$ cat src/rtl/gb_apu_pkg.sv
// rtl/gb_apu_pkg.sv - shared constants and types for the APU audio output path
// Purpose: default I2S slot width and bit-clock divider, plus the stereo sample record.
// Ports: none (package).
package gb_apu_pkg;

  localparam int I2S_WIDTH    = 16;
  localparam int I2S_BCLK_DIV = 4;

  typedef struct packed {
    logic [15:0] l;
    logic [15:0] r;
  } stereo_sample_t;

endpackage

$ cat src/rtl/gb_i2s_clkgen.sv
// rtl/gb_i2s_clkgen.sv - I2S bit clock divider and frame bit counter
// Purpose: divides clk into BCLK, flags the BCLK falling edge and tracks the slot bit index.
// Ports:
//   clk, reset     system clock, synchronous active-high reset
//   bclk_o         bit clock (0 after reset)
//   fall_stb_o     high in the clk cycle whose closing edge takes bclk_o 1->0
//   bit_cnt_o      bit index n presented at the current fall_stb_o
//   frame_start_o  fall_stb_o with n = 0 (frame load point)
module gb_i2s_clkgen
  import gb_apu_pkg::*;
#(
  parameter int WIDTH    = I2S_WIDTH,
  parameter int BCLK_DIV = I2S_BCLK_DIV
) (
  input  logic                         clk,
  input  logic                         reset,
  output logic                         bclk_o,
  output logic                         fall_stb_o,
  output logic [$clog2(2*WIDTH)-1:0]   bit_cnt_o,
  output logic                         frame_start_o
);

  localparam int DIVW = (BCLK_DIV > 1) ? $clog2(BCLK_DIV) : 1;
  localparam int BW   = $clog2(2*WIDTH);
  localparam logic [DIVW-1:0] DIV_LAST = DIVW'(BCLK_DIV - 1);
  localparam logic [BW-1:0]   BIT_LAST = BW'(2*WIDTH - 1);

  logic [DIVW-1:0] div_cnt_q, div_cnt_d;
  logic            bclk_q, bclk_d;
  // bit_cnt_q holds the index that the next fall_stb presents, so it
  // starts at 0 after reset and the first falling edge presents n = 0.
  logic [BW-1:0]   bit_cnt_q, bit_cnt_d;
  logic            div_tc;
  logic            fall_stb;

  always_comb begin
    div_tc    = (div_cnt_q == DIV_LAST);
    div_cnt_d = div_tc ? '0 : div_cnt_q + 1'b1;
    bclk_d    = bclk_q ^ div_tc;
    fall_stb  = div_tc & bclk_q;
    bit_cnt_d = bit_cnt_q;
    if (fall_stb) begin
      bit_cnt_d = (bit_cnt_q == BIT_LAST) ? '0 : bit_cnt_q + 1'b1;
    end
  end

  always_ff @(posedge clk) begin
    if (reset) begin
      div_cnt_q <= '0;
      bclk_q    <= 1'b0;
      bit_cnt_q <= '0;
    end else begin
      div_cnt_q <= div_cnt_d;
      bclk_q    <= bclk_d;
      bit_cnt_q <= bit_cnt_d;
    end
  end

  assign bclk_o        = bclk_q;
  assign fall_stb_o    = fall_stb;
  assign bit_cnt_o     = bit_cnt_q;
  assign frame_start_o = fall_stb & (bit_cnt_q == '0);

endmodule

$ cat src/rtl/gb_apu_i2s_tx.sv
// rtl/gb_apu_i2s_tx.sv - Philips I2S transmitter for the APU stereo mix
// Purpose: buffers one L/R sample and serializes frames as I2S master (BCLK, LRCLK, SDATA).
// Ports:
//   clk, reset            system clock, synchronous active-high reset
//   left_i, right_i       two's complement samples, WIDTH bits each
//   sample_valid_i        sample present; accepted when sample_ready_o is high
//   sample_ready_o        holding register empty (registered)
//   bclk_o, lrclk_o       bit clock and word select (0 = left slot)
//   sdata_o               serial data, MSB first, one BCLK after the LRCLK edge
//   underrun_o            one-clk pulse when a frame starts with no sample available
module gb_apu_i2s_tx
  import gb_apu_pkg::*;
#(
  parameter int WIDTH    = I2S_WIDTH,
  parameter int BCLK_DIV = I2S_BCLK_DIV
) (
  input  logic             clk,
  input  logic             reset,
  input  logic [WIDTH-1:0] left_i,
  input  logic [WIDTH-1:0] right_i,
  input  logic             sample_valid_i,
  output logic             sample_ready_o,
  output logic             bclk_o,
  output logic             lrclk_o,
  output logic             sdata_o,
  output logic             underrun_o
);

  localparam int FW = 2*WIDTH;
  localparam int BW = $clog2(FW);

  logic          fall_stb;
  logic          frame_start;
  logic [BW-1:0] bit_cnt;

  gb_i2s_clkgen #(
    .WIDTH    (WIDTH),
    .BCLK_DIV (BCLK_DIV)
  ) u_clkgen (
    .clk           (clk),
    .reset         (reset),
    .bclk_o        (bclk_o),
    .fall_stb_o    (fall_stb),
    .bit_cnt_o     (bit_cnt),
    .frame_start_o (frame_start)
  );

  logic [FW-1:0] hold_q, hold_d;
  logic          hold_full_q, hold_full_d;
  logic [FW-1:0] last_frame_q, last_frame_d;
  // Bit FW is the line bit; bit FW-1 carries the previous frame's R LSB
  // into the next load, giving the one-BCLK I2S delay.
  logic [FW:0]   sr_q, sr_d;
  logic          lrclk_q, lrclk_d;
  logic          underrun_q, underrun_d;
  logic          xfer;
  logic [FW-1:0] frame_sel;

  always_comb begin
    xfer         = sample_valid_i & ~hold_full_q;
    hold_d       = hold_q;
    hold_full_d  = hold_full_q;
    last_frame_d = last_frame_q;
    sr_d         = sr_q;
    lrclk_d      = lrclk_q;
    underrun_d   = 1'b0;
    frame_sel    = last_frame_q;

    if (frame_start) begin
      if (hold_full_q) begin
        frame_sel   = hold_q;
        hold_full_d = 1'b0;
      end else if (xfer) begin
        // Bypass: a sample arriving exactly at the load goes straight to the frame.
        frame_sel = {left_i, right_i};
      end else begin
        underrun_d = 1'b1;
      end
      last_frame_d = frame_sel;
      sr_d         = {sr_q[FW-1], frame_sel};
    end else begin
      if (xfer) begin
        hold_d      = {left_i, right_i};
        hold_full_d = 1'b1;
      end
      if (fall_stb) begin
        sr_d = {sr_q[FW-1:0], 1'b0};
      end
    end

    if (fall_stb) begin
      lrclk_d = (bit_cnt >= BW'(WIDTH));
    end
  end

  always_ff @(posedge clk) begin
    if (reset) begin
      hold_q       <= '0;
      hold_full_q  <= 1'b0;
      last_frame_q <= '0;
      sr_q         <= '0;
      lrclk_q      <= 1'b0;
      underrun_q   <= 1'b0;
    end else begin
      hold_q       <= hold_d;
      hold_full_q  <= hold_full_d;
      last_frame_q <= last_frame_d;
      sr_q         <= sr_d;
      lrclk_q      <= lrclk_d;
      underrun_q   <= underrun_d;
    end
  end

  assign sample_ready_o = ~hold_full_q;
  assign lrclk_o        = lrclk_q;
  assign sdata_o        = sr_q[FW];
  assign underrun_o     = underrun_q;

endmodule

$ cat config.mk
export PLATFORM = sky130hd
export DESIGN_NAME = gb_apu_i2s_tx
export DESIGN_NICKNAME = d
export VERILOG_FILES = /design/src/rtl/gb_apu_pkg.sv /design/src/rtl/gb_i2s_clkgen.sv /design/src/rtl/gb_apu_i2s_tx.sv
export SDC_FILE = /design/constraint.sdc
export NUM_CORES = 1
export LEC_CHECK = 0
export BUFFER_PORTS_ARGS = -buffer_cell sky130_fd_sc_hd__buf_4
export CAP_MARGIN = 20
export CELL_PAD_IN_SITES_DETAIL_PLACEMENT = 1
export CELL_PAD_IN_SITES_GLOBAL_PLACEMENT = 1
export CORE_UTILIZATION = 52
export CTS_BUF_LIST = sky130_fd_sc_hd__clkbuf_4 sky130_fd_sc_hd__clkbuf_8
export CTS_CLUSTER_DIAMETER = 60
export CTS_CLUSTER_SIZE = 10
export DETAILED_ROUTE_END_ITERATION = 8
export PLACE_DENSITY = 0.95
export SYNTH_ARGS = -nofsm -noshare
export SYNTH_HDL_FRONTEND = slang
export SYNTH_SLANG_ARGS = --single-unit
$ cat constraint.sdc
create_clock -name clk -period 3.65 [get_ports clk]
set_clock_uncertainty 0.05 [all_clocks]
set_input_delay 1.095 -clock clk [delete_from_list [all_inputs] [get_ports clk]]
set_output_delay 1.095 -clock clk [all_outputs]
set_load 0.005 [all_outputs]
# After elaboration in Yosys (flattened, before gate mapping)
# Cells that the tools add are included.
# totals
ff_bits	108
elab_cells	32
# classes
addsub	2
n_lt_le_gt_ge	1
eq_ne	2
n_mux	6
bitwise_logic	6
reduce_logical	6
# ops
operator	count
$mux W33	2
$mux W32	2
$add A5 B1 Y5 const B	1
$eq A5 B5 Y1 const B	1
$ge A5 B5 Y1 const B	1
$logic_not A5 Y1	1
$mux W5	1
$reduce_or A2 Y1	2
$and A1 B1 Y1	3
$reduce_or A3 Y1	1
$add A2 B1 Y2 const B	1
$eq A2 B2 Y1 const B	1
$not A1 Y1	2
$reduce_and A2 Y1	1
$reduce_bool A2 Y1	1
$mux W1	1
$xor A1 B1 Y1	1

# Longest topological paths before layout
# Gate-level depths: netlist of run 1.
# logic_depth
depth_word	5
ltp_mapped	8

# By module
# From an unflattened synthesis of run 1, not the netlist that was laid out.
# hier_totals
hier_cells	594
area_unflattened_um2	4923.5
# modules_own_cells
mod	n_inst	cells_per_inst	area_per_inst_um2	seq_area_each_um2
gb_apu_i2s_tx	1	554	4541.9	2001.9
gb_i2s_clkgen	1	40	381.6	160.2

# Worst setup path before layout of run 1
# No wires, ideal clock.
# synth_timing
path_type	input -> register
startpoint	input sample_valid_i
endpoint	register last_frame_q[0]
setup_ns	0.132
arrival_time_ns	2.216
t_required_ns	3.468
path_slack_ns	1.252
path_stages	5
n_path_buf	2
path_cell_list	buf_2 > clkbuf_1 > mux2_2 > o2111ai_1 > a21oi_1
# synth_via
elab_chain_cells	3
# synth_rtl
element	line_no	rtl
start, declared	gb_apu_i2s_tx.sv:21	input logic sample_valid_i,
$and A1 B1 Y1	gb_apu_i2s_tx.sv:60	xfer = sample_valid_i & ~hold_full_q;
$mux W32	gb_apu_i2s_tx.sv:73	end else if (xfer) begin
$mux W32	gb_apu_i2s_tx.sv:70	if (hold_full_q) begin
end signal, assigned	gb_apu_i2s_tx.sv:107	last_frame_q <= last_frame_d;
end, declared	gb_apu_i2s_tx.sv:50	logic [FW-1:0] last_frame_q, last_frame_d;
# No other way between the ends.
# A chain may end at the register's enable or synchronous reset.

# Worst setup path in the final report of run 1
# layout_timing
startpoint	register u_clkgen.bit_cnt_q[0], in the netlist u_clkgen.bit_cnt_o[0]
endpoint	register hold_q[20]
# layout_via
elab_chain_cells	4
# layout_rtl
element	line_no	rtl
start, declared	gb_i2s_clkgen.sv:32	logic [BW-1:0] bit_cnt_q, bit_cnt_d;
start signal, assigned	gb_i2s_clkgen.sv:55	bit_cnt_q <= bit_cnt_d;
$logic_not A5 Y1	gb_i2s_clkgen.sv:62	assign frame_start_o = fall_stb & (bit_cnt_q == '0);
$and A1 B1 Y1	gb_i2s_clkgen.sv:62	
$not A1 Y1 (no line)	--	
$reduce_and A2 Y1 (no line)	--	
end signal, assigned	gb_apu_i2s_tx.sv:105	hold_q <= hold_d;
end, declared	gb_apu_i2s_tx.sv:48	logic [FW-1:0] hold_q, hold_d;
# No other way between the ends.

==> results of run 1 <==
==> through the flow <==
stage / utilization / cells / cell area (µm²) / hold slack (ns) / total power, mW
final: 0.591 / 725 / 5830 / 0.391 / 2.31
after floorplan: - / 591 / 5350 / 0.358 / 1.44
after global routing: 0.591 / 725 / 5830 / 0.409 / 2.38
after detailed placement: 0.569 / 709 / 5610 / 0.376 / 1.52
after CTS: 0.591 / 725 / 5830 / 0.391 / 2.31
after global placement: 0.569 / 709 / 5610 / 0.365 / 1.50
==> layer usage <==
| metal | vias to the layer above | wire length [µm] | part of all wire |
|---|---|---|---|
| met2 | 95 | 7650 | 0.52 |
| met3 | 28 | 534 | 0.037 |
| met1 | 2281 | 6040 | 0.41 |
| li1 | 2135 | - | - |
| met5 | - | 0 | 0 |
| met4 | 0 | 360 | 0.025 |
==> final cells by class <==
type / instances / area [µm²]
well taps: 133 / 166
clock buffers: 12 / 159
inverters: 4 / 15.0
multi-input cells: 417 / 2900
repair buffers: 47 / 365
fillers: 1134 / 4040
clock inverters: 4 / 56.3
flip-flops and latches: 108 / 2160
==> cells in the mapped netlist (2+ instances only) <==
master	count	area, µm²
a21oi_1	67	335
buf_2	6	30.0
o21ai_0	34	170
o211ai_1	31	233
dfxtp_1	108	2160
nor4b_1	2	17.5
nor3b_1	2	15.0
a211oi_1	32	240
nand2b_1	96	601
buf_6	3	33.8
inv_1	4	15.0
mux2i_1	36	360
mux2_2	32	360
buf_1	4	15.0
clkbuf_1	47	176
buf_8	2	30.0
o2111ai_1	32	280
nor2_1	38	143
ha_1	5	62.6
==> worst register-to-register path, delay by kind of cell (launching register included) <==
family	cells	cell delay, ns
multiplexers	1	0.27
AO/OA/AOI/OAI	1	0.30
adder cells (fa/ha/maj)	1	0.23
buffers and inverters	2	0.40
AND/OR/NAND/NOR	1	0.67
flip-flops	1	0.44
==> where the power goes <==
group	switching (mW)	total (mW)	internal (mW)	leakage [nW]
clock	0.438	0.806	0.368	0.111
combinational	0.152	0.275	0.123	1.06
sequential	0.0165	1.23	1.21	0.876
total	0.606	2.31	1.70	2.05
==> worst max path at each step <==
stage                                   end  slack [ns]  cells after the start
2_1_floorplan  last_frame_q[0]$_SDFFE_PP0P_        1.25                      5
3_3_place_gp        hold_q[18]$_SDFFE_PP0P_        1.16                      4
3_5_place_dp        hold_q[20]$_SDFFE_PP0P_        1.09                      4
4_1_cts             hold_q[20]$_SDFFE_PP0P_        1.24                      6
5_1_grt             hold_q[29]$_SDFFE_PP0P_        1.09                      6
6_report            hold_q[20]$_SDFFE_PP0P_        1.24                      6
==> registers in the layout, summed over array words and instances, names as in the netlist <==
name	count
u_clkgen.bit_cnt_o	5
sr_q	33
hold_full_q	1
last_frame_q	32
lrclk_o	1
u_clkgen.div_cnt_q	2
hold_q	32
u_clkgen.bclk_o	1
underrun_o	1
==> logic make-up after synthesis <==
logic type               Yosys count  synth area share
AO/OA/AOI/OAI                    198             0.238
AND/OR/NAND/NOR                  146             0.156
flip-flops                       108             0.404
multiplexers                      68             0.135
buffers and inverters             66            0.0561
adder cells (fa/ha/maj)            5            0.0117
==> flow_metrics.env, run 1 <==
export IMPL_pwr_density_cell_nw_per_um2=396
export IMPL_synth_ff_type="dfxtp_1"
export IMPL_post_cts_buffers=0
export IMPL_synthCells=591
export IMPL_rrSetupSlack_ns=1.24
export IMPL_grtUsageMet3=0.0403
export IMPL_fp_dieW_um=103
export IMPL_grt_overflow=0
export IMPL_setup_violations=0
export IMPL_via_count=4539
export IMPL_synth_edf_count=0
export IMPL_setup_ws_ns=1.24
export IMPL_period_share=0.661
export IMPL_grt_start_max_net_pins=97
export IMPL_antenna_found_initial=0
export IMPL_met2_usage=0.523
export IMPL_hold_viol_final=0
export IMPL_critPathLaunch="u_clkgen.bit_cnt_o[0]$_SDFFE_PP0P_"
export IMPL_rsz0062_at_grt="false"
export IMPL_grt_pass1_wl_um=23400
export IMPL_final_cell_mix="dfxtp_1, nand2b_1, a21oi_1"
export IMPL_rows=36
export IMPL_worst_setup_path_type="register to register"
export IMPL_worstPathCellList="inv_1, ha_1, or4b_4, o211a_2, buf_4, mux2i_1"
export IMPL_synth_warnings=0
export IMPL_cts_root_buf="clkbuf_8"
export IMPL_dieHeight_um=103
export IMPL_fp_dieArea_um2=10700
export IMPL_layout_drive_gt1_share=0.169
export IMPL_grt_use_total=0.283
export IMPL_area_growth_pct=8.81
export IMPL_wl_per_cell_um=20.1
export IMPL_fin_crit_ns=2.41
export IMPL_grt_busiest_layer="met2"
export IMPL_maxSlewViolCount=0
export IMPL_syn_mean_instance_area_um2=9.06
export IMPL_met1_usage=0.325
export IMPL_grt_pass1_vias=4824
export IMPL_drt_iter0_markers=223
export IMPL_max_slew_margin_rel=0.348
export IMPL_cts_made_buffers=9
export IMPL_core_um2=9860
export IMPL_gp_congestion=0.736
export IMPL_htree_levels=3
export IMPL_ctsHoldBuffers=0
export IMPL_cts_tree="built"
export IMPL_dr_pass1_iters=4
export IMPL_crit_slowest_cell="or4b_4"
export IMPL_hpwlAfterDp_um=8720
export IMPL_synth_cell_types=29
export IMPL_ctsResizeCount=0
export IMPL_hold_class="register to register"
export IMPL_crit_buf_inv=2
export IMPL_nNetsFinal=627
export IMPL_status="finished clean"
export IMPL_max_freq_ghz=0.414
export IMPL_cts_buffer_depth=2
export IMPL_crit_family="simple AND/OR/NAND/NOR gates"
export IMPL_end_kind="register"
export IMPL_drtAntennaViolNets=0
export IMPL_io_pin_count=40
export IMPL_ys_seq_area_frac=0.404
export IMPL_synth_nets=631
export IMPL_timing_hold_worst_endpoint="u_clkgen.div_cnt_q[0]$_SDFF_PP0_"
export IMPL_worstPathArrival_ns=2.68
export IMPL_async_flop_share=0
export IMPL_crit_fanout=65
export IMPL_timing_rr_start="u_clkgen.bit_cnt_o[0]$_SDFFE_PP0P_"
export IMPL_mostFrequentLayoutCell="dfxtp_1"
export IMPL_avgViaCountPerCell=6.26
export IMPL_maxCapViolCount=0
export IMPL_synth_area_um2=5350
export IMPL_clock_sinks=108
export IMPL_drc=0
export IMPL_clk_pin_slew_worst_paths_ns=0.12
export IMPL_initial_utilization=0.543
export IMPL_tns_ns=0
export IMPL_clock_latency_ns=0.39
export IMPL_worst_pin_slew_ns=0.978
export IMPL_pre_cts_slack_ns=1.09
export IMPL_cp_required_ns=3.92
export IMPL_diodes=0
export IMPL_holdCritStartpoint="u_clkgen.div_cnt_q[0]$_SDFF_PP0_"
export IMPL_hold_path_cell_count=1
export IMPL_p_leak_nw=2.05
export IMPL_crit_path_start_kind="register"
export IMPL_crit_path_max_incr_delay_ns=0.67
export IMPL_drt_total_wl_um=14600
export IMPL_timing_rr_end="hold_q[20]$_SDFFE_PP0P_"
export IMPL_io_buffers=39
export IMPL_rr_worst_depth=6
export IMPL_max_vdd_ir_drop_uv=246
export IMPL_synth_seq_cells=108
No activity file was read; power rests on OpenSTA's default activity.
==> run 2, diff against run 1 <==
Settings changed: ABC_AREA from default to 1, CORE_UTILIZATION 52 to 40, PLACE_DENSITY 0.95 to 0.85.
Clock period 3.65 ns to 2 ns, I/O delays scaled along.
==> flow_metrics.env, run 2 <==
export IMPL_setup_violations=0
export IMPL_p_leak_nw=2.58
export IMPL_max_vdd_ir_drop_uv=265
export IMPL_status="finished clean"
export IMPL_fin_area_um2=5690
export IMPL_nNetsFinal=785
export IMPL_antenna_found_initial=0
export IMPL_hold_class="register to register"
export IMPL_worstPathArrival_ns=1.20
export IMPL_avgViaCountPerCell=5.13
export IMPL_mostFrequentLayoutCell="nand2_1"
export IMPL_core_um2=12100
export IMPL_worst_setup_path_type="register to output pin"
export IMPL_ctsHoldBuffers=0
export IMPL_grt_pass1_wl_um=22700
export IMPL_htree_levels=3
export IMPL_final_cell_mix="nand2_1, dfxtp_1, nand3_1"
export IMPL_max_slew_margin_rel=0.720
export IMPL_async_flop_share=0
export IMPL_hpwlAfterDp_um=9330
export IMPL_synthTopCellsByArea="dfxtp_1, nand2_1, nand3_1"
export IMPL_utilization=0.470
export IMPL_fp_dieArea_um2=13000
export IMPL_crit_fanout=20
export IMPL_rows=40
export IMPL_cts_tree="built"
export IMPL_synth_area_leader_cell="dfxtp_1"
export IMPL_dr_pass1_iters=4
export IMPL_clock_latency_ns=0.38
export IMPL_synth_nets=763
export IMPL_cts_root_buf="clkbuf_8"
export IMPL_crit_path_start_kind="register"
export IMPL_fp_dieW_um=114
export IMPL_cts_made_buffers=9
export IMPL_end_kind="output pin"
export IMPL_placed_cells=902
export IMPL_synth_warnings=0
export IMPL_synth_top_cells_by_count="nand2_1, dfxtp_1, nand3_1, nor2_1, inv_1"
export IMPL_yosysTopAreaCellShare=0.431
export IMPL_worstPathCellList="inv_2, buf_4"
export IMPL_cts_buffer_depth=2
export IMPL_grt_overflow=0
export IMPL_fin_crit_ns=1.85
export IMPL_drc=0
export IMPL_diodes=0
export IMPL_ys_seq_area_frac=0.431
export IMPL_layout_drive_gt1_share=0.156
export IMPL_instances_no_fill=918
export IMPL_largest_register_ff_count=33
export IMPL_post_cts_buffers=0
export IMPL_wl_per_cell_um=14.6
export IMPL_grt_pass1_vias=4823
export IMPL_largest_registers="sr_q x33, hold_q x32, last_frame_q x32"
export IMPL_tns_ns=0
export IMPL_maxCapViolCount=0
export IMPL_worst_pin_slew_ns=0.420
export IMPL_rr_worst_depth=9
export IMPL_cp_required_ns=1.35
export IMPL_initial_utilization=0.414
export IMPL_clk_pin_slew_worst_paths_ns=0.10
export IMPL_synth_edf_count=0
export IMPL_hold_viol_final=0
export IMPL_area_growth_pct=13.4
export IMPL_top_register="sr_q"
export IMPL_synth_ff_type="dfxtp_1"
export IMPL_clock_sinks=108
export IMPL_pwr_density_cell_nw_per_um2=698
export IMPL_dieHeight_um=114
export IMPL_place_area_um2=5510
export IMPL_yosysMostFrequentCell="nand2_1"
export IMPL_drtAntennaViolNets=0
export IMPL_hold_path_cell_count=1
export IMPL_crit_slowest_cell="dfxtp_2"
export IMPL_synth_seq_cells=108
export IMPL_drt_iter0_markers=214
export IMPL_io_buffers=39
export IMPL_max_freq_ghz=0.540
export IMPL_synth_area_um2=5020
export IMPL_period_share=0.925
export IMPL_synthCells=723
export IMPL_syn_mean_instance_area_um2=6.94
export IMPL_grt_start_max_net_pins=68
export IMPL_rsz0062_at_grt="false"
export IMPL_maxSlewViolCount=0
export IMPL_via_count=4713
export IMPL_grt_use_total=0.220
export IMPL_drt_total_wl_um=13400
export IMPL_synth_cell_types=26
export IMPL_hold_ws_ns=0.388
export IMPL_io_pin_count=40
export IMPL_crit_path_max_incr_delay_ns=0.37
export IMPL_fill_cells=1612
export IMPL_gp_congestion=0.751
==> run 2: per-stage QoR <==
| stage | total power [mW] | setup slack, ns |
|---|---|---|
| global route | 4.16 | 0.0299 |
| global placement | 2.76 | 0.322 |
| floorplan | 2.60 | 0.363 |
| detailed placement | 2.79 | 0.253 |
| CTS | 4.02 | 0.0582 |
| finish | 3.97 | 0.149 |
==> run 2: timing repair <==
action / in CTS / in global routing
endpoints found under the hold margin: 0 / 0
gates resized for setup: 0 / 1
endpoints found under the setup margin: 0 / 1
==> run 2: layout make-up <==
class,count,area (µm²),area share
Clock buffer,10,138,0.0242
Tap cell,168,210,0.0369
Inverter,45,169,0.0297
Clock inverter,6,40.0,0.00704
Multi-Input combinational cell,519,2440,0.429
Sequential cell,108,2160,0.380
Timing Repair Buffer,62,528,0.0928
==> run 2: metal layers <==
layer	track usage	routed length [µm]	part of all wire	vias up
li1	-	-	-	2345
met1	0.263	5990	0.45	2290
met2	0.405	6860	0.51	64
met3	0.0287	360	0.027	14
met4	0.0736	214	0.016	0
met5	0	0	0	-
==> run 2: worst paths after layout <==
kind	from	endpoint	slack, ns
setup / recovery	hold_full_q$_SDFFE_PP0P_	sample_ready_o	0.15
hold / removal	u_clkgen.div_cnt_q[0]$_SDFF_PP0_	u_clkgen.div_cnt_q[0]$_SDFF_PP0_	0.39
setup reg to reg	u_clkgen.div_cnt_q[0]$_SDFF_PP0_	hold_q[1]$_SDFFE_PP0P_	0.20
hold reg to reg	u_clkgen.div_cnt_q[0]$_SDFF_PP0_	u_clkgen.div_cnt_q[0]$_SDFF_PP0_	0.39
==> run 2: kinds of logic (layout without fill, tap and decap cells) <==
group / count (synthesis) / count (layout) / synth area share
compound gates: 104 / 104 / 0.105
fa+ha+maj: 5 / 5 / 0.0125
buf+inv: 96 / 123 / 0.0836
simple gates: 410 / 410 / 0.368
flops: 108 / 108 / 0.431
==> run 2: where the power goes <==
part / total, mW / internal, mW / switching, mW
Clock: 1.24 / 0.482 / 0.757
Combinational: 0.484 / 0.200 / 0.284
Sequential: 2.25 / 2.22 / 0.0338
Total: 3.97 / 2.90 / 1.07
==> run 2: critical path: cells and delay by family, from the launching register on <==
| kind | cells | cell delay, ns |
|---|---|---|
| buf+inv | 2 | 0.45 |
| flops | 1 | 0.37 |
==> run 3, diff against run 2 <==
Settings changed: GPL_TIMING_DRIVEN from default to 0.
==> flow_metrics.env, run 3 (synthesized netlist as in run 2, its figures left out) <==
export IMPL_via_count=4870
export IMPL_rows=40
export IMPL_dr_pass1_iters=4
export IMPL_max_freq_ghz=0.525
export IMPL_clkPwrFrac=0.343
export IMPL_pwr_density_cell_nw_per_um2=725
export IMPL_cts_made_buffers=9
export IMPL_max_slew_margin_rel=0.621
export IMPL_cp_required_ns=2.23
export IMPL_fp_dieArea_um2=13000
export IMPL_worstPathCellList="ha_2, ha_2, buf_6, nand2_1, nor2_4, nor2_2, buf_4, nor2_1, nor2_1"
export IMPL_cts_tree="built"
export IMPL_met3WireLength_um=424
export IMPL_mostFrequentLayoutCell="nand2_1"
export IMPL_initial_utilization=0.414
export IMPL_fin_crit_ns=1.91
export IMPL_hpwlAfterDp_um=11000
export IMPL_wl_per_cell_um=16.2
export IMPL_gp_congestion=0.805
export IMPL_io_buffers=37
export IMPL_crit_path_max_incr_delay_ns=0.36
export IMPL_worst_setup_path_type="register to register"
export IMPL_setup_ws_ns=0.0950
export IMPL_grt_pass1_wl_um=25400
export IMPL_crit_path_start_kind="register"
export IMPL_drt_iter0_markers=231
export IMPL_maxSlewViolCount=0
export IMPL_layout_drive_gt1_share=0.161
export IMPL_routedLengthMet1_um=6860
export IMPL_crit_fanout=10
export IMPL_end_kind="register"
export IMPL_drtAntennaViolNets=0
export IMPL_antenna_found_initial=0
export IMPL_fill_cells=1613
export IMPL_worstPathArrival_ns=2.14
export IMPL_p_sw_frac=0.274
export IMPL_rr_worst_depth=9
export IMPL_max_vdd_ir_drop_uv=332
export IMPL_rsz0062_at_grt="true"
export IMPL_status="finished clean"
export IMPL_maxCapViolCount=0
export IMPL_nNetsFinal=811
export IMPL_drt_total_wl_um=15300
export IMPL_grt_pass1_vias=5327
export IMPL_p_comb_frac=0.118
export IMPL_grt_use_total=0.250
export IMPL_grt_overflow=0
export IMPL_htree_levels=3
export IMPL_power_switching_mw=1.15
export IMPL_worst_pin_slew_ns=0.569
export IMPL_setup_violations=0
export IMPL_largest_register_ff_count=33
export IMPL_dieHeight_um=114
export IMPL_avgViaCountPerCell=5.16
export IMPL_largest_registers="sr_q x33, hold_q x32, last_frame_q x32"
export IMPL_core_um2=12100
export IMPL_hold_viol_final=0
export IMPL_pre_cts_slack_ns=-0.199
export IMPL_internal_power_mw=3.04
export IMPL_io_pin_count=40
export IMPL_fp_dieW_um=114
export IMPL_grt_start_max_net_pins=20
export IMPL_clk_pin_slew_worst_paths_ns=0.10
export IMPL_p_seq_frac=0.539
export IMPL_diodes=0
export IMPL_cts_buffer_depth=2
export IMPL_wl_met2_um=7650
export IMPL_clock_latency_ns=0.39
export IMPL_clock_sinks=108
export IMPL_top_register="sr_q"
export IMPL_hold_path_cell_count=1
export IMPL_final_cell_mix="nand2_1, dfxtp_1, nand3_1"
export IMPL_drc=0
export IMPL_top_layer="met4"
export IMPL_cts_root_buf="clkbuf_8"
export IMPL_fin_total_pwr_mw=4.19
export IMPL_crit_slowest_cell="dfxtp_1"
export IMPL_p_leak_nw=2.60
export IMPL_period_share=0.953
export IMPL_area_growth_pct=15.1
export IMPL_hold_class="register to register"
[run 3: cell types whose count changed in the layout (fill, tap and decap cells not counted), sizes merged]
cell      delta
clkinvlp     -1
buf          +2
clkbuf      +25
clkinv       -1
bufinv       +1
[run 3: worst paths after layout]
kind | start | to | slack [ns]
max | u_clkgen.div_cnt_q[0]$_SDFF_PP0_ | hold_q[20]$_SDFFE_PP0P_ | 0.09
min | u_clkgen.div_cnt_q[0]$_SDFF_PP0_ | u_clkgen.div_cnt_q[0]$_SDFF_PP0_ | 0.41
max reg2reg | u_clkgen.div_cnt_q[0]$_SDFF_PP0_ | hold_q[20]$_SDFFE_PP0P_ | 0.09
min reg2reg | u_clkgen.div_cnt_q[0]$_SDFF_PP0_ | u_clkgen.div_cnt_q[0]$_SDFF_PP0_ | 0.41
[run 3: repair_timing]
| action | in CTS | in global routing |
|---|---|---|
| setup endpoints to repair | 92 | 94 |
| pin swaps | 1 | 1 |
| setup buffers | 1 | 0 |
| hold buffers | 0 | 0 |
| gates resized for setup | 11 | 16 |
| gates cloned | 0 | 0 |
[run 3: metal layers]
metal | up-vias | global-route usage
met5 | - | 0
met4 | 0 | 0.112
met3 | 24 | 0.0324
met2 | 70 | 0.444
met1 | 2373 | 0.300
li1 | 2403 | -
[run 3: area by class of cell]
type	instances	area, µm²	share of cell area
inverters	45	169	0.0293
multi-input cells	519	2460	0.427
flip-flops and latches	108	2160	0.375
clock buffers	11	145	0.0251
repair buffers	38	285	0.0494
clock inverters	5	61.3	0.0106
well taps	168	210	0.0364
plain buffers	50	273	0.0473
[run 3: critical path, delay by kind of cell (launching register included)]
kind          cells  cell delay (ns)
simple gates      5             0.65
buf+inv           2             0.34
fa+ha+maj         2             0.40
flops             1             0.36
[run 3: power by group through the flow]
stage | sequential [mW] | combinational, mW | clock, mW
4_1_cts | 2.26 | 0.491 | 1.45
6_report | 2.26 | 0.492 | 1.44
3_3_place_gp | 2.30 | 0.459 | 0
2_1_floorplan | 2.29 | 0.308 | 0
3_5_place_dp | 2.30 | 0.489 | 0
5_1_grt | 2.27 | 0.553 | 1.54
[run 3: metrics by stage]
step | utilization | instances | area [µm²] | hold slack, ns | TNS, ns
3_3_place_gp | 0.454 | 928 | 5500 | 0.365 | -0.346
5_1_grt | 0.477 | 944 | 5770 | 0.427 | -0.0928
3_5_place_dp | 0.454 | 928 | 5500 | 0.398 | -2.78
6_report | 0.477 | 944 | 5770 | 0.406 | 0
4_1_cts | 0.474 | 944 | 5740 | 0.414 | 0
2_1_floorplan | - | 723 | 5020 | 0.358 | 0
